`src/rtl/gpio_ctrl.sv`:
```
// Memory-mapped GPIO controller: per-pin direction, atomic set/clear,
// synchronised inputs with edge detection, W1C status and a level interrupt.
module gpio_ctrl #(
  parameter int unsigned WIDTH       = 32,
  parameter int unsigned SYNC_STAGES = 2,
  parameter int unsigned ADDR_W      = 5
) (
  input  logic              clk,
  input  logic              rst_n,
  input  logic              sel,
  input  logic              we,
  input  logic              re,
  input  logic [3:0]        be,
  input  logic [ADDR_W-1:0] addr,
  input  logic [31:0]       wdata,
  output logic [31:0]       rdata,
  input  logic [WIDTH-1:0]  gpio_in,
  output logic [WIDTH-1:0]  gpio_out,
  output logic [WIDTH-1:0]  gpio_oe,
  output logic              irq
);

  typedef enum logic [2:0] {
    REG_IN       = 3'd0,
    REG_OUT      = 3'd1,
    REG_DIR      = 3'd2,
    REG_SET      = 3'd3,
    REG_CLR      = 3'd4,
    REG_IRQ_EN   = 3'd5,
    REG_IRQ_POL  = 3'd6,
    REG_IRQ_STAT = 3'd7
  } reg_e;

  reg_e             reg_idx;
  logic             mapped;
  logic             wr_en;
  logic             rd_en;
  logic [31:0]      lane_mask;
  logic [WIDTH-1:0] wmask;
  logic [WIDTH-1:0] wbits;
  logic [WIDTH-1:0] out_q;
  logic [WIDTH-1:0] dir_q;
  logic [WIDTH-1:0] en_q;
  logic [WIDTH-1:0] pol_q;
  logic [WIDTH-1:0] stat_q;
  logic [WIDTH-1:0] stat_clr;
  logic [WIDTH-1:0] sync_q [SYNC_STAGES];
  logic [WIDTH-1:0] sync_in;
  logic [WIDTH-1:0] prev_in;
  logic [WIDTH-1:0] evt;
  logic [WIDTH-1:0] rd_val;

  // Any address bit above the 8-word window marks the access as unmapped.
  assign reg_idx   = reg_e'(addr[4:2]);
  assign mapped    = (addr >> 5) == '0;
  assign wr_en     = sel & we & mapped;
  assign rd_en     = sel & re & ~we;
  assign lane_mask = {{8{be[3]}}, {8{be[2]}}, {8{be[1]}}, {8{be[0]}}};
  assign wmask     = lane_mask[WIDTH-1:0];
  assign wbits     = wdata[WIDTH-1:0] & wmask;

  assign sync_in  = sync_q[SYNC_STAGES-1];
  assign evt      = (pol_q & sync_in & ~prev_in) | (~pol_q & ~sync_in & prev_in);
  assign stat_clr = (wr_en && reg_idx == REG_IRQ_STAT) ? wbits : '0;

  assign gpio_out = out_q;
  assign gpio_oe  = dir_q;

  always_ff @(posedge clk or negedge rst_n) begin
    if (!rst_n) begin
      for (int unsigned i = 0; i < SYNC_STAGES; i++) sync_q[i] <= '0;
      prev_in <= '0;
    end else begin
      sync_q[0] <= gpio_in;
      for (int unsigned i = 1; i < SYNC_STAGES; i++) sync_q[i] <= sync_q[i-1];
      prev_in <= sync_in;
    end
  end

  always_ff @(posedge clk or negedge rst_n) begin
    if (!rst_n) begin
      out_q <= '0;
      dir_q <= '0;
      en_q  <= '0;
      pol_q <= '0;
    end else if (wr_en) begin
      case (reg_idx)
        REG_OUT:     out_q <= (out_q & ~wmask) | wbits;
        REG_DIR:     dir_q <= (dir_q & ~wmask) | wbits;
        REG_SET:     out_q <= out_q | wbits;
        REG_CLR:     out_q <= out_q & ~wbits;
        REG_IRQ_EN:  en_q  <= (en_q & ~wmask) | wbits;
        REG_IRQ_POL: pol_q <= (pol_q & ~wmask) | wbits;
        default: ;
      endcase
    end
  end

  // Clear is applied before the OR so a coincident event keeps the bit set.
  always_ff @(posedge clk or negedge rst_n) begin
    if (!rst_n) begin
      stat_q <= '0;
      irq    <= 1'b0;
    end else begin
      stat_q <= (stat_q & ~stat_clr) | evt;
      irq    <= |(stat_q & en_q);
    end
  end

  always_comb begin
    rd_val = '0;
    if (mapped) begin
      case (reg_idx)
        REG_IN:       rd_val = sync_in;
        REG_OUT:      rd_val = out_q;
        REG_DIR:      rd_val = dir_q;
        REG_IRQ_EN:   rd_val = en_q;
        REG_IRQ_POL:  rd_val = pol_q;
        REG_IRQ_STAT: rd_val = stat_q;
        default:      rd_val = '0;
      endcase
    end
  end

  always_ff @(posedge clk or negedge rst_n) begin
    if (!rst_n) begin
      rdata <= '0;
    end else if (rd_en) begin
      rdata <= 32'(rd_val);
    end
  end

endmodule
```
`config.mk`:
```
export PLATFORM = sky130hd
export DESIGN_NAME = gpio_ctrl
export DESIGN_NICKNAME = d
export VERILOG_FILES = /design/src/rtl/gpio_ctrl.sv
export SDC_FILE = /design/constraint.sdc
export NUM_CORES = 1
export LEC_CHECK = 0
export CORE_MARGIN = 4
export CORE_UTILIZATION = 55
export CTS_BUF_LIST = sky130_fd_sc_hd__clkbuf_2
export CTS_CLUSTER_DIAMETER = 30
export DETAILED_ROUTE_END_ITERATION = 6
export PLACE_DENSITY = 0.8
export SETUP_SLACK_MARGIN = 0.1
export SLEW_MARGIN = 20
export SYNTH_ARGS = -nofsm -noshare
export SYNTH_HDL_FRONTEND = slang
export SYNTH_SLANG_ARGS = --single-unit
```
`constraint.sdc`:
```
create_clock -name clk -period 2.2 [get_ports clk]
set_clock_uncertainty 0.15 [all_clocks]
set_input_delay 0.33 -clock clk [delete_from_list [all_inputs] [get_ports clk]]
set_output_delay 0.33 -clock clk [all_outputs]
set_load 0.005 [all_outputs]
```
# == Yosys cells after proc, flatten, opt, wreduce, memory -nomap -nowiden ==
# Index checks and enable logic that the tools add are counted.
# classes
eq_ne,7
muxes,3
n_bitwise,29
n_reduce_logical,8
# ops
operator,n
$and A32 B32 Y32,12
$or A32 B32 Y32,7
$not A32 Y32,6
$pmux W32 S6,1
$pmux W32 S3,1
$mux W32,1
$reduce_or A32 Y1,1
$eq A3 B3 Y1 const B,4
$reduce_and A2 Y1,4
$eq A3 B2 Y1 const B,2
$and A1 B1 Y1,3
$eq A3 B1 Y1 const B,1
$logic_not A3 Y1,1
$reduce_bool A3 Y1,1
$logic_and A1 B1 Y1,1
$not A1 Y1,1
# word_totals
reg_bits,289
inputBits,78
output_inout_bits,97
elab_cells,57

# == Logic depth before layout (Yosys ltp) ==
# depth
depth_word,6
depth_mapped,8
ltp_nobuf,4

# == Worst setup path after synthesis ==
# No wires, ideal clock.
# synth_timing
path_type,input -> register
startpoint,in addr[2]
endpoint,reg rdata[29]
setup_time_ns,0.121
arrival_ns,1.561
t_required_ns,1.929
slack_ns,0.368
cell_stages,6
n_path_buf,2
cell_sequence,buf_2 buf_2 mux2_2 a221oi_1 nor2_1 a22o_1
# synth_between
elab_chain_len,2
# synth_lines
element,line,text
from (decl),14,"input logic [ADDR_W-1:0] addr,"
"$eq A3 B3 Y1, or another cell as far along",113,case (reg_idx)
$pmux W32 S6 *,113,
to (signal assigned),129,rdata <= 32'(rd_val);
to (decl),16,"output logic [31:0] rdata,"
# Every way passes the cells marked *; elsewhere a longest branch is shown, timed or not.
# A chain may end at the register's enable or synchronous reset.

# == Final worst setup path ==
# layout_timing
startpoint,in addr[4]
endpoint,reg rdata[10]
# The elaborated chain is that of the path after synthesis.

==> results.md <==
Run status:
- The flow ran to the end, and the final reports show no timing, DRC or antenna violations.

Clocking:
- The CTS tree is built.
- The clock root buffer is clkbuf_2.
- The deepest clock path buffer count is 3.
- After clock tree synthesis, the clock-pin slew on the worst setup and hold paths is 0.09 ns.
- At the later pin of the worst-skew pair, clock insertion delay measures 0.82 ns.
- In this run the number of H-tree levels came out at 3.
- Clock tree synthesis found a total of 289 sinks.
- The clock buffer count from CTS is 76.

Floorplanning:
- The overall die area is 25100 um^2.
- Measured along the y axis, the die boundary spans 158 um.
- The x dimension of the die is 158 um.
- The number of top-level pins is 175.
- The floorplan row count is 54.
- The effective utilization at floorplan is 0.565.
- The core area is 22000 um^2.

Detailed routing:
- The mean routed wirelength per cell is 21.3 um.
- The routed via count divided by cell count is 5.95.
- In the routed design, unresolved DRC markers number 0.
- The detailed-router iteration count before antenna repair is 6.
- The detailed-route wire length is 35.8 mm.
- The detailed router placed 10.0k vias in this run.
- The first-iteration detailed-routing DRC count is 766.
- The remaining antenna violation count after routing is 0.

Placed design:
- The area of placed instances is 15000 um^2.
- The placed wire-length estimate after detailed placement is 23.5 mm.
- The weighted congestion at the end of routability-driven global placement is 0.859.
- The count of placed standard cells including taps is 1446.
- Port buffering added 172 buffers.

STA:
- Setup repair after global routing left no endpoint under its margin.
- Of the available clock period, the critical path in the final layout requires 0.925.
- The accumulated negative setup slack is 0 ns.
- For this run, the top clock speed supported by timing is 492 MHz.
- For the pin with the worst max-slew slack, the measured transition is 0.950 ns.
- In this run the tightest slew margin relative to its limit is 0.364.
- Subtracting the final worst setup slack from the clock period gives 2.03 ns.
- The max-slew violation total from the final report is 0.
- The final setup violation count is 0.
- The number of hold violations in the final report is 0.

Synthesis:
- Counting every net in the synthesized netlist gives 1055.
- Synthesis produced a netlist whose cell count is 977.
- Of the synthesized area, sequential elements account for 0.581.
- After synthesis the cells add up to 12400 um^2.
- Averaged over all synthesized cells, the footprint is 12.7 um^2.
- For this run, the number of Yosys warnings is 0.
- The synthesized design contains 289 register bits.
- The number of distinct library cell variants in the gate-level netlist after synthesis is 42.

Min path:
- The path class of the tightest hold or removal check is in -> reg.
- The beginning of the worst hold path is addr[2].

Global routing:
- The number of antenna violations at the first check in global routing is 3.
- The first global-routing pass estimated 56.8 mm of wire.
- The global-route usage over all layers is 0.294.
- The number of global-route vias before repair was 10.6k.
- The maximum number of pins on one net before global-route repair is 61.
- Summed over all layers, the global routing overflow is 0.

Setup path:
- The highest fanout seen on the critical path is 27.
- The worst register-to-register path begins at stat_q[25].
- Data arrives at the worst endpoint at 2.60 ns.
- The startpoint type of the worst setup path is an input port.
- The nature of the critical path endpoint is a register.
- The worst setup path is of the in -> reg kind.
- Data on the critical path is required at its endpoint by 2.76 ns.
- The most critical setup path has its startpoint at addr[4].

Layout:
- The post-layout instance count excluding filler cells is 1681.
- Of the cells placed in the final design, the portion with a size suffix greater than 1 is 0.289.
- The number of nets in the final layout is 1433.
- At the end of the flow the core is filled with cells to 0.746.
- After routing the design area is 16400 um^2.
- The relative area change from synthesis to final layout is 32.1%.

Power and ir drop:
- The total power is 0.0130 W.
- VDD sags by at most 0.498 mV.
- The cell area power density is 791 nW/um^2.
- The leakage power total is 7.82 nW.

Flow run:
- Across the run, the number of max-cap violations was 0.
-- final cells by class --
type | count | area [um^2]
antenna | 1 | 2.50
clock buffer | 104 | 520
clock inverter | 19 | 131
fill | 1450 | 5590
inverter | 7 | 26.3
multi-input combinational | 634 | 4970
sequential | 289 | 7230
tap | 280 | 350
timing repair buffer | 347 | 3200
-- cell usage in the layout, fill, tap and decap left out, types with 7 or more instances in the layout --
cell type	Yosys	layout
a21oi_1	16	16
mux2i_1	15	15
o21ai_1	32	32
a31oi_1	8	8
dfrtp_1	289	289
a21boi_0	7	7
nand2_8	8	8
a22o_1	41	41
buf_4	0	123
dlygate4sd2_1	0	97
a221o_1	15	15
nor2_1	58	58
a22oi_1	22	22
buf_12	0	17
a21o_1	24	24
nand3_1	7	7
o21ai_0	43	43
nand2_1	119	119
mux2_4	80	80
mux2_2	34	34
inv_2	6	9
dlygate4sd3_1	0	35
clkdlybuf4s50_1	0	71
clkbuf_2	0	104
a221oi_1	47	47
clkinv_1	0	8
-- repair_timing --
action	CTS	global route
setup buffers	75	1
resized for setup	97	1
endpoints found under the hold margin	322	0
hold buffers	35	0
endpoints found under the setup margin	97	2
-- worst paths after layout --
kind                          endpoint  slack, ns  depth (start not counted)
setup reg to reg                   irq       0.41                          3
setup / recovery             rdata[10]       0.17                          7
hold reg to reg             sync_in[2]       0.20                          0
hold / removal                rdata[8]       0.09                          5
min in group asynchronous   sync_q[45]       0.42                          3
max in group asynchronous  prev_in[31]       0.73                          4
-- layer usage --
metal	vias to the layer above	GRT usage	routed length (um)
li1	4421	-	-
met1	4960	0.383	14500
met2	517	0.461	16800
met3	103	0.0813	3140
met4	4	0.134	1280
met5	-	0	26
-- cells by family after synthesis --
family	after synthesis	synth area share
simple gates	227	0.0944
mux	129	0.139
flops	289	0.581
compound gates	278	0.165
buf+inv	54	0.0198
-- cell usage after synthesis, drive strengths merged --
master	number	area (um^2)
or4	1	7.51
and3	1	6.26
nand2	127	607
dfrtp	289	7230
nor2	58	218
o31ai	5	37.5
a21o	24	180
and4	3	26.3
nor3	9	123
o21ai	75	375
a221oi	47	412
nand3	7	35.0
nand3b	1	7.51
mux2i	15	150
buf	31	160
nor2b	5	31.3
and2	4	25.0
a22oi	22	165
a21oi	16	80.1
a21boi	7	52.6
o221ai	4	35.0
a31oi	8	50.1
inv	7	26.3
o21a	6	45.0
mux2	114	1580
clkbuf	16	60.1
or3b	1	11.3
a22o	41	359
nand2b	5	31.3
a211oi	8	110
a221o	15	150
nand4	5	46.3
-- through the flow --
step           hold slack [ns]  worst slack [ns]
2_1_floorplan           -0.116             0.368
3_3_place_gp             0.162           -0.0343
3_5_place_dp             0.159           -0.0893
4_1_cts                 0.0298             0.134
5_1_grt                 0.0514             0.101
6_report                0.0900             0.166
-- worst max-delay path, stage by stage --
cell and delay [ns]:
dlygate4sd3_1 0.55, buf_2 0.20, buf_4 0.25, nor2_1 0.76, a221o_1 0.29, nand3_1 0.12
nand2_1 0.08
-- where the power goes --
group | switching, W | internal [W]
Combinational | 0.00114 | 0.00169
Clock | 0.00213 | 0.00150
Sequential | 0.000552 | 0.00598
Total | 0.00383 | 0.00917
Power figures use the tool's default switching activity.
